**src/rtl/lsu_align_fsm.sv**
```systemverilog
// Load/store alignment engine: turns byte/half/word and unaligned LWL/LWR/SWL/SWR ops into
// word-aligned memory requests with lane strobes, and merges load data for writeback.
module lsu_align_fsm #(
    parameter int unsigned ADDR_W      = 32,
    parameter bit          BIG_ENDIAN  = 1'b0,
    parameter bit          ALIGN_CHECK = 1'b1
) (
    input  logic              clk,
    input  logic              rst,
    input  logic              req_valid,
    output logic              req_ready,
    input  logic [3:0]        req_op,
    input  logic [ADDR_W-1:0] req_addr,
    input  logic [31:0]       req_rt,
    output logic              mem_req_valid,
    input  logic              mem_req_ready,
    output logic [ADDR_W-1:0] mem_addr,
    output logic              mem_wen,
    output logic [3:0]        mem_wstrb,
    output logic [31:0]       mem_wdata,
    input  logic              mem_rsp_valid,
    input  logic [31:0]       mem_rdata,
    output logic              wb_valid,
    input  logic              wb_ready,
    output logic [31:0]       wb_data,
    output logic              wb_exc,
    output logic [ADDR_W-1:0] wb_badvaddr
);

    localparam logic [3:0] OpLb  = 4'd0;
    localparam logic [3:0] OpLbu = 4'd1;
    localparam logic [3:0] OpLh  = 4'd2;
    localparam logic [3:0] OpLhu = 4'd3;
    localparam logic [3:0] OpLw  = 4'd4;
    localparam logic [3:0] OpLwl = 4'd5;
    localparam logic [3:0] OpLwr = 4'd6;
    localparam logic [3:0] OpSb  = 4'd7;
    localparam logic [3:0] OpSh  = 4'd8;
    localparam logic [3:0] OpSw  = 4'd9;
    localparam logic [3:0] OpSwl = 4'd10;
    localparam logic [3:0] OpSwr = 4'd11;

    typedef enum logic [1:0] {StIdle, StReq, StWait, StResp} state_e;

    state_e             state_q, state_d;
    logic [3:0]         op_q, op_d;
    logic [1:0]         ea_q, ea_d;
    logic [ADDR_W-3:0]  addr_q, addr_d;
    logic [31:0]        rt_q, rt_d;
    logic [31:0]        wb_data_q, wb_data_d;
    logic               wb_exc_q, wb_exc_d;
    logic [ADDR_W-1:0]  wb_bad_q, wb_bad_d;

    logic [1:0]  ea_in;
    logic        exc_in;
    logic        is_store;
    logic [3:0]  st_strb;
    logic [31:0] st_wdata;
    logic [7:0]  ld_byte;
    logic [15:0] ld_half;
    logic [31:0] ld_data;

    assign ea_in    = req_addr[1:0] ^ {2{BIG_ENDIAN}};
    assign is_store = (op_q >= OpSb) && (op_q <= OpSwr);

    always_comb begin
        exc_in = 1'b0;
        case (req_op)
            OpLh, OpLhu, OpSh: exc_in = ALIGN_CHECK && ea_in[0];
            OpLw, OpSw:        exc_in = ALIGN_CHECK && (ea_in != 2'b00);
            OpLb, OpLbu, OpLwl, OpLwr, OpSb, OpSwl, OpSwr: exc_in = 1'b0;
            default:           exc_in = 1'b1;
        endcase
    end

    always_comb begin
        st_strb  = 4'b0000;
        st_wdata = 32'h0;
        case (op_q)
            OpSb: begin
                st_strb  = 4'b0001 << ea_q;
                st_wdata = {4{rt_q[7:0]}};
            end
            OpSh: begin
                st_strb  = ea_q[1] ? 4'b1100 : 4'b0011;
                st_wdata = {2{rt_q[15:0]}};
            end
            OpSw: begin
                st_strb  = 4'b1111;
                st_wdata = rt_q;
            end
            OpSwl: begin
                case (ea_q)
                    2'd0:    begin st_strb = 4'b0001; st_wdata = {24'h0, rt_q[31:24]}; end
                    2'd1:    begin st_strb = 4'b0011; st_wdata = {16'h0, rt_q[31:16]}; end
                    2'd2:    begin st_strb = 4'b0111; st_wdata = {8'h0, rt_q[31:8]};   end
                    default: begin st_strb = 4'b1111; st_wdata = rt_q;                  end
                endcase
            end
            OpSwr: begin
                case (ea_q)
                    2'd0:    begin st_strb = 4'b1111; st_wdata = rt_q;                  end
                    2'd1:    begin st_strb = 4'b1110; st_wdata = {rt_q[23:0], 8'h0};   end
                    2'd2:    begin st_strb = 4'b1100; st_wdata = {rt_q[15:0], 16'h0};  end
                    default: begin st_strb = 4'b1000; st_wdata = {rt_q[7:0], 24'h0};   end
                endcase
            end
            default: ;
        endcase
    end

    always_comb begin
        case (ea_q)
            2'd0:    ld_byte = mem_rdata[7:0];
            2'd1:    ld_byte = mem_rdata[15:8];
            2'd2:    ld_byte = mem_rdata[23:16];
            default: ld_byte = mem_rdata[31:24];
        endcase
        ld_half = ea_q[1] ? mem_rdata[31:16] : mem_rdata[15:0];
        ld_data = mem_rdata;
        case (op_q)
            OpLb:  ld_data = {{24{ld_byte[7]}}, ld_byte};
            OpLbu: ld_data = {24'h0, ld_byte};
            OpLh:  ld_data = {{16{ld_half[15]}}, ld_half};
            OpLhu: ld_data = {16'h0, ld_half};
            OpLwl: begin
                case (ea_q)
                    2'd0:    ld_data = {mem_rdata[7:0], rt_q[23:0]};
                    2'd1:    ld_data = {mem_rdata[15:0], rt_q[15:0]};
                    2'd2:    ld_data = {mem_rdata[23:0], rt_q[7:0]};
                    default: ld_data = mem_rdata;
                endcase
            end
            OpLwr: begin
                case (ea_q)
                    2'd0:    ld_data = mem_rdata;
                    2'd1:    ld_data = {rt_q[31:24], mem_rdata[31:8]};
                    2'd2:    ld_data = {rt_q[31:16], mem_rdata[31:16]};
                    default: ld_data = {rt_q[31:8], mem_rdata[31:24]};
                endcase
            end
            default: ld_data = mem_rdata;
        endcase
    end

    always_comb begin
        state_d       = state_q;
        op_d          = op_q;
        ea_d          = ea_q;
        addr_d        = addr_q;
        rt_d          = rt_q;
        wb_data_d     = wb_data_q;
        wb_exc_d      = wb_exc_q;
        wb_bad_d      = wb_bad_q;
        req_ready     = 1'b0;
        mem_req_valid = 1'b0;
        wb_valid      = 1'b0;
        unique case (state_q)
            StIdle: begin
                // Gated by rst so the handshake is closed while reset is held.
                req_ready = !rst;
                if (req_valid) begin
                    op_d      = req_op;
                    ea_d      = ea_in;
                    addr_d    = req_addr[ADDR_W-1:2];
                    rt_d      = req_rt;
                    wb_data_d = 32'h0;
                    wb_exc_d  = exc_in;
                    wb_bad_d  = exc_in ? req_addr : '0;
                    state_d   = exc_in ? StResp : StReq;
                end
            end
            StReq: begin
                mem_req_valid = 1'b1;
                if (mem_req_ready) state_d = is_store ? StResp : StWait;
            end
            StWait: begin
                if (mem_rsp_valid) begin
                    wb_data_d = ld_data;
                    state_d   = StResp;
                end
            end
            StResp: begin
                wb_valid = 1'b1;
                if (wb_ready) state_d = StIdle;
            end
            default: state_d = StIdle;
        endcase
    end

    always_ff @(posedge clk or posedge rst) begin
        if (rst) begin
            state_q   <= StIdle;
            op_q      <= 4'h0;
            ea_q      <= 2'b00;
            addr_q    <= '0;
            rt_q      <= 32'h0;
            wb_data_q <= 32'h0;
            wb_exc_q  <= 1'b0;
            wb_bad_q  <= '0;
        end else begin
            state_q   <= state_d;
            op_q      <= op_d;
            ea_q      <= ea_d;
            addr_q    <= addr_d;
            rt_q      <= rt_d;
            wb_data_q <= wb_data_d;
            wb_exc_q  <= wb_exc_d;
            wb_bad_q  <= wb_bad_d;
        end
    end

    // Memory-side payload is only driven while the request is being offered.
    assign mem_addr    = (state_q == StReq) ? {addr_q, 2'b00} : '0;
    assign mem_wen     = (state_q == StReq) && is_store;
    assign mem_wstrb   = mem_wen ? st_strb : 4'b0000;
    assign mem_wdata   = mem_wen ? st_wdata : 32'h0;
    assign wb_data     = wb_data_q;
    assign wb_exc      = wb_exc_q;
    assign wb_badvaddr = wb_bad_q;

endmodule

```
**config.mk**
```make
export PLATFORM = sky130hd
export DESIGN_NAME = lsu_align_fsm
export DESIGN_NICKNAME = d
export VERILOG_FILES = /design/src/rtl/lsu_align_fsm.sv
export SDC_FILE = /design/constraint.sdc
export NUM_CORES = 1
export LEC_CHECK = 0
export CAP_MARGIN = 20
export CORE_MARGIN = 2
export CORE_UTILIZATION = 30
export CTS_BUF_LIST = sky130_fd_sc_hd__clkbuf_4
export DETAILED_ROUTE_END_ITERATION = 12
export MAX_ROUTING_LAYER = met4
export PLACE_DENSITY = 0.55
export SYNTH_ARGS = -nofsm -noshare
export SYNTH_HDL_FRONTEND = slang
export SYNTH_SLANG_ARGS = --single-unit
```
**constraint.sdc**
```tcl
create_clock -name clk -period 14 [get_ports clk]
set_clock_uncertainty 0.15 [all_clocks]
set_input_delay 3.5 -clock clk [delete_from_list [all_inputs] [get_ports clk]]
set_output_delay 3.5 -clock clk [all_outputs]
set_load 0.05 [all_outputs]
```
==> impl_metrics.py <==
metrics = {
    "run_status": {
        "outcome": "complete, no violations",
    },
    "final_layout": {
        "design_area_sq_mm": 0.0117,
        "nNetsFinal": 1341,
        "syn2layout_area_growth_pct": 33.7,
        "layout_common_cells": "nand2_1, clkdlybuf4s50_1, dfrtp_1, mux2i_1, o21ai_0",
        "layout_commonest_cell": "nand2_1",
        "layout-drive-gt1-share_pct": 6.68,
    },
    "critical_path": {
        "r2r_start": "ea_q[1]$_DFFE_PP0P_",
        "critPathLaunch": "rst",
        "arrival_ns": 4.94,
        "cp_max_fo": 2,
        "end_kind": "output port",
        "path_class": "input port to output port",
        "critPathBufInv": 2,
        "crit_family": "buffers and inverters",
        "path_cells": "clkdlybuf4s50_1 > nor2b_1 > clkdlybuf4s50_1",
        "cpPeakStageDelay_ns": 0.81,
        "slowest_stage": "clkdlybuf4s50_1",
        "cp_common_cell": "clkdlybuf4s50_1",
        "cp.required_ns": 10.35,
        "cp-start-kind": "input port",
    },
    "timing": {
        "finalHoldViolCount": 0,
        "rsz0062_at_grt": "false",
        "whs_ns": 0.340,
        "post-route-period-util_pct": 61.4,
        "worst_pin_slew_ns": 1.07,
        "setup-tns-final_ns": 0,
        "maxSlewHeadroom_pct": 28.9,
        "fin_crit_ns": 8.59,
        "setup_violations": 0,
        "worst_slack_ns": 5.41,
        "max_freq_ghz": 0.116,
        "slew_violations": 0,
    },
    "clock_network": {
        "cts_tree": "yes",
        "postCtsSetupBuffers": 0,
        "cts_root_buf": "clkbuf_4",
        "cts-resized-gates": 0,
        "clockBufferDepth": 2,
        "cts_hold_buf": 0,
        "cts.sinks": 135,
        "htree_levels": 4,
        "cts.reportedPaths.clkPinSlew_ns": 0.16,
        "insertion_delay_ns": 0.57,
        "cts_buffers": 17,
    },
    "synth": {
        "ys_types": 63,
        "syn_avg_cell_area_sq_um": 8.31,
        "ys_ff_latch": 135,
        "yosys_warnings": 0,
        "yosys.area.top_type_share_pct": 38.7,
        "synth_area_leaders": "dfrtp_1, nand2_1, mux2i_1",
        "ys_async_sr_fraction_pct": 100,
        "ys_seq_area_share_pct": 38.7,
        "yosysTopAreaCell": "dfrtp_1",
        "netlist_area_sq_mm": 0.00872,
        "syn_inst": 1049,
        "synth_edf_count": 0,
        "synth_ff_type": "dfrtp_1",
    },
    "placement": {
        "postPlaceCellArea_sq_mm": 0.0113,
        "place_ws_ns": 5.43,
        "gp_congestion": 0.857,
        "portBuffers": 240,
        "place_hpwl_um": 22200,
    },
    "detailed_routing": {
        "drt_iter0_drc": 944,
        "vias": 8687,
        "final_antenna_net_count": 0,
        "drc": 0,
        "firstDrtPassIters": 8,
        "vias_per_cell": 5.33,
        "wire_per_inst_um": 20.2,
        "finalWirelength_um": 32900,
    },
    "floorplan": {
        "row_count": 62,
        "dieArea_sq_mm": 0.0305,
        "die_y_um": 175,
        "die_w_um": 175,
        "core_sq_mm": 0.0287,
        "start_util_pct": 30.4,
        "pin_count": 243,
    },
    "power": {
        "leakage_uw": 0.00484,
        "power_density_mw_per_mm2": 244,
        "vdd_ir_drop_max_v": 0.000121,
    },
    "worst_hold_path": {
        "hold_path.class": "flip-flop to flip-flop",
        "min_from": "addr_q[12]$_DFFE_PP0P_",
    },
    "global_route": {
        "track_usage_pct": 22.0,
        "grt_max_degree": 100,
        "antenna_found_initial": 2,
        "overflow": 0,
        "grt_pass1_wl_um": 50800,
        "grt_pass1_vias": 8408,
    },
    "flow_run": {
        "drv_cap": 0,
    },
}
[sequential cells by signal (all words and copies together), names as in the netlist]
name	flops
state_q	2
op_q	4
addr_q	30
wb_data	32
wb_badvaddr	32
rt_q	32
wb_exc	1
ea_q	2
[path summary, 6_finish.rpt]
check                                               to  slack (ns)  cells after the start
max                                          req_ready        5.41                      3
min                             addr_q[12]$_DFFE_PP0P_        0.34                      2
max reg2reg                    wb_data[23]$_DFFE_PP0P_       10.96                      4
min reg2reg                     addr_q[12]$_DFFE_PP0P_        0.34                      2
max in group asynchronous          ea_q[1]$_DFFE_PP0P_        9.03                      3
min in group asynchronous  wb_badvaddr[23]$_DFFE_PP0P_        3.30                      2
[cell type report]
cell class,instances,area [sq um]
diodes,2,5.00
clock buffers,17,128
clock inverters,15,199
fillers,2913,17000
inverters,8,35.0
multi-input cells,815,4910
flip-flops and latches,135,3380
well taps,384,480
repair buffers,253,2520
[synthesized netlist by cell type (5+ instances only)]
library cell	count
a21oi_1	22
o2bb2ai_1	9
and2_1	35
dfrtp_1	135
inv_1	7
nand2_1	319
clkbuf_1	52
nor2b_1	11
nand3_1	10
nor2_1	45
mux2i_1	80
o21ai_0	76
a32oi_1	33
a222oi_1	15
o211ai_1	11
mux2_2	14
a211oi_1	14
a221oi_1	8
ha_1	5
a2bb2o_1	7
buf_2	28
a31oi_1	8
a22oi_1	39
[per-layer routing]
layer	global-route usage, %	vias to the layer above	share of wire (%)
li1	-	4106	-
met1	30.6	4187	46
met2	32.2	366	45
met3	5.29	28	8.0
met4	5.42	0	1.4
met5	-	-	0
[metrics by stage]
step,utilization (%),power [uW],instances
floorplan,-,1970,1050
global placement,39.4,2530,1594
detailed placement,39.4,2540,1594
CTS,40.5,2840,1626
global route,40.6,3030,1629
finish,40.6,2850,1629
[worst reg2reg max path: cells and delay by family (launching register included)]
| family | cells | cell delay, ns |
|---|---|---|
| buffers and inverters | 2 | 1.41 |
| flip-flops | 1 | 0.81 |
| AO/OA/AOI/OAI | 2 | 0.54 |
[power breakdown]
| part | internal (uW) | total, uW | switching [uW] |
|---|---|---|---|
| combinational | 604 | 1740 | 1130 |
| sequential | 564 | 819 | 256 |
| clock | 87.2 | 292 | 205 |
| total | 1250 | 2850 | 1590 |
[cells by family (layout without fill, tap and decap cells)]
kind of cell | Yosys count | after routing | synth area share, %
mux | 96 | 96 | 11.5
buf+inv | 100 | 293 | 5.24
compound gates | 260 | 260 | 21.2
simple gates | 451 | 451 | 22.5
xor+xnor | 1 | 1 | 0.100
other cells | 1 | 4 | 0.0430
fa+ha+maj | 5 | 5 | 0.717
flops | 135 | 135 | 38.7
Power figures use the tool's default switching activity.
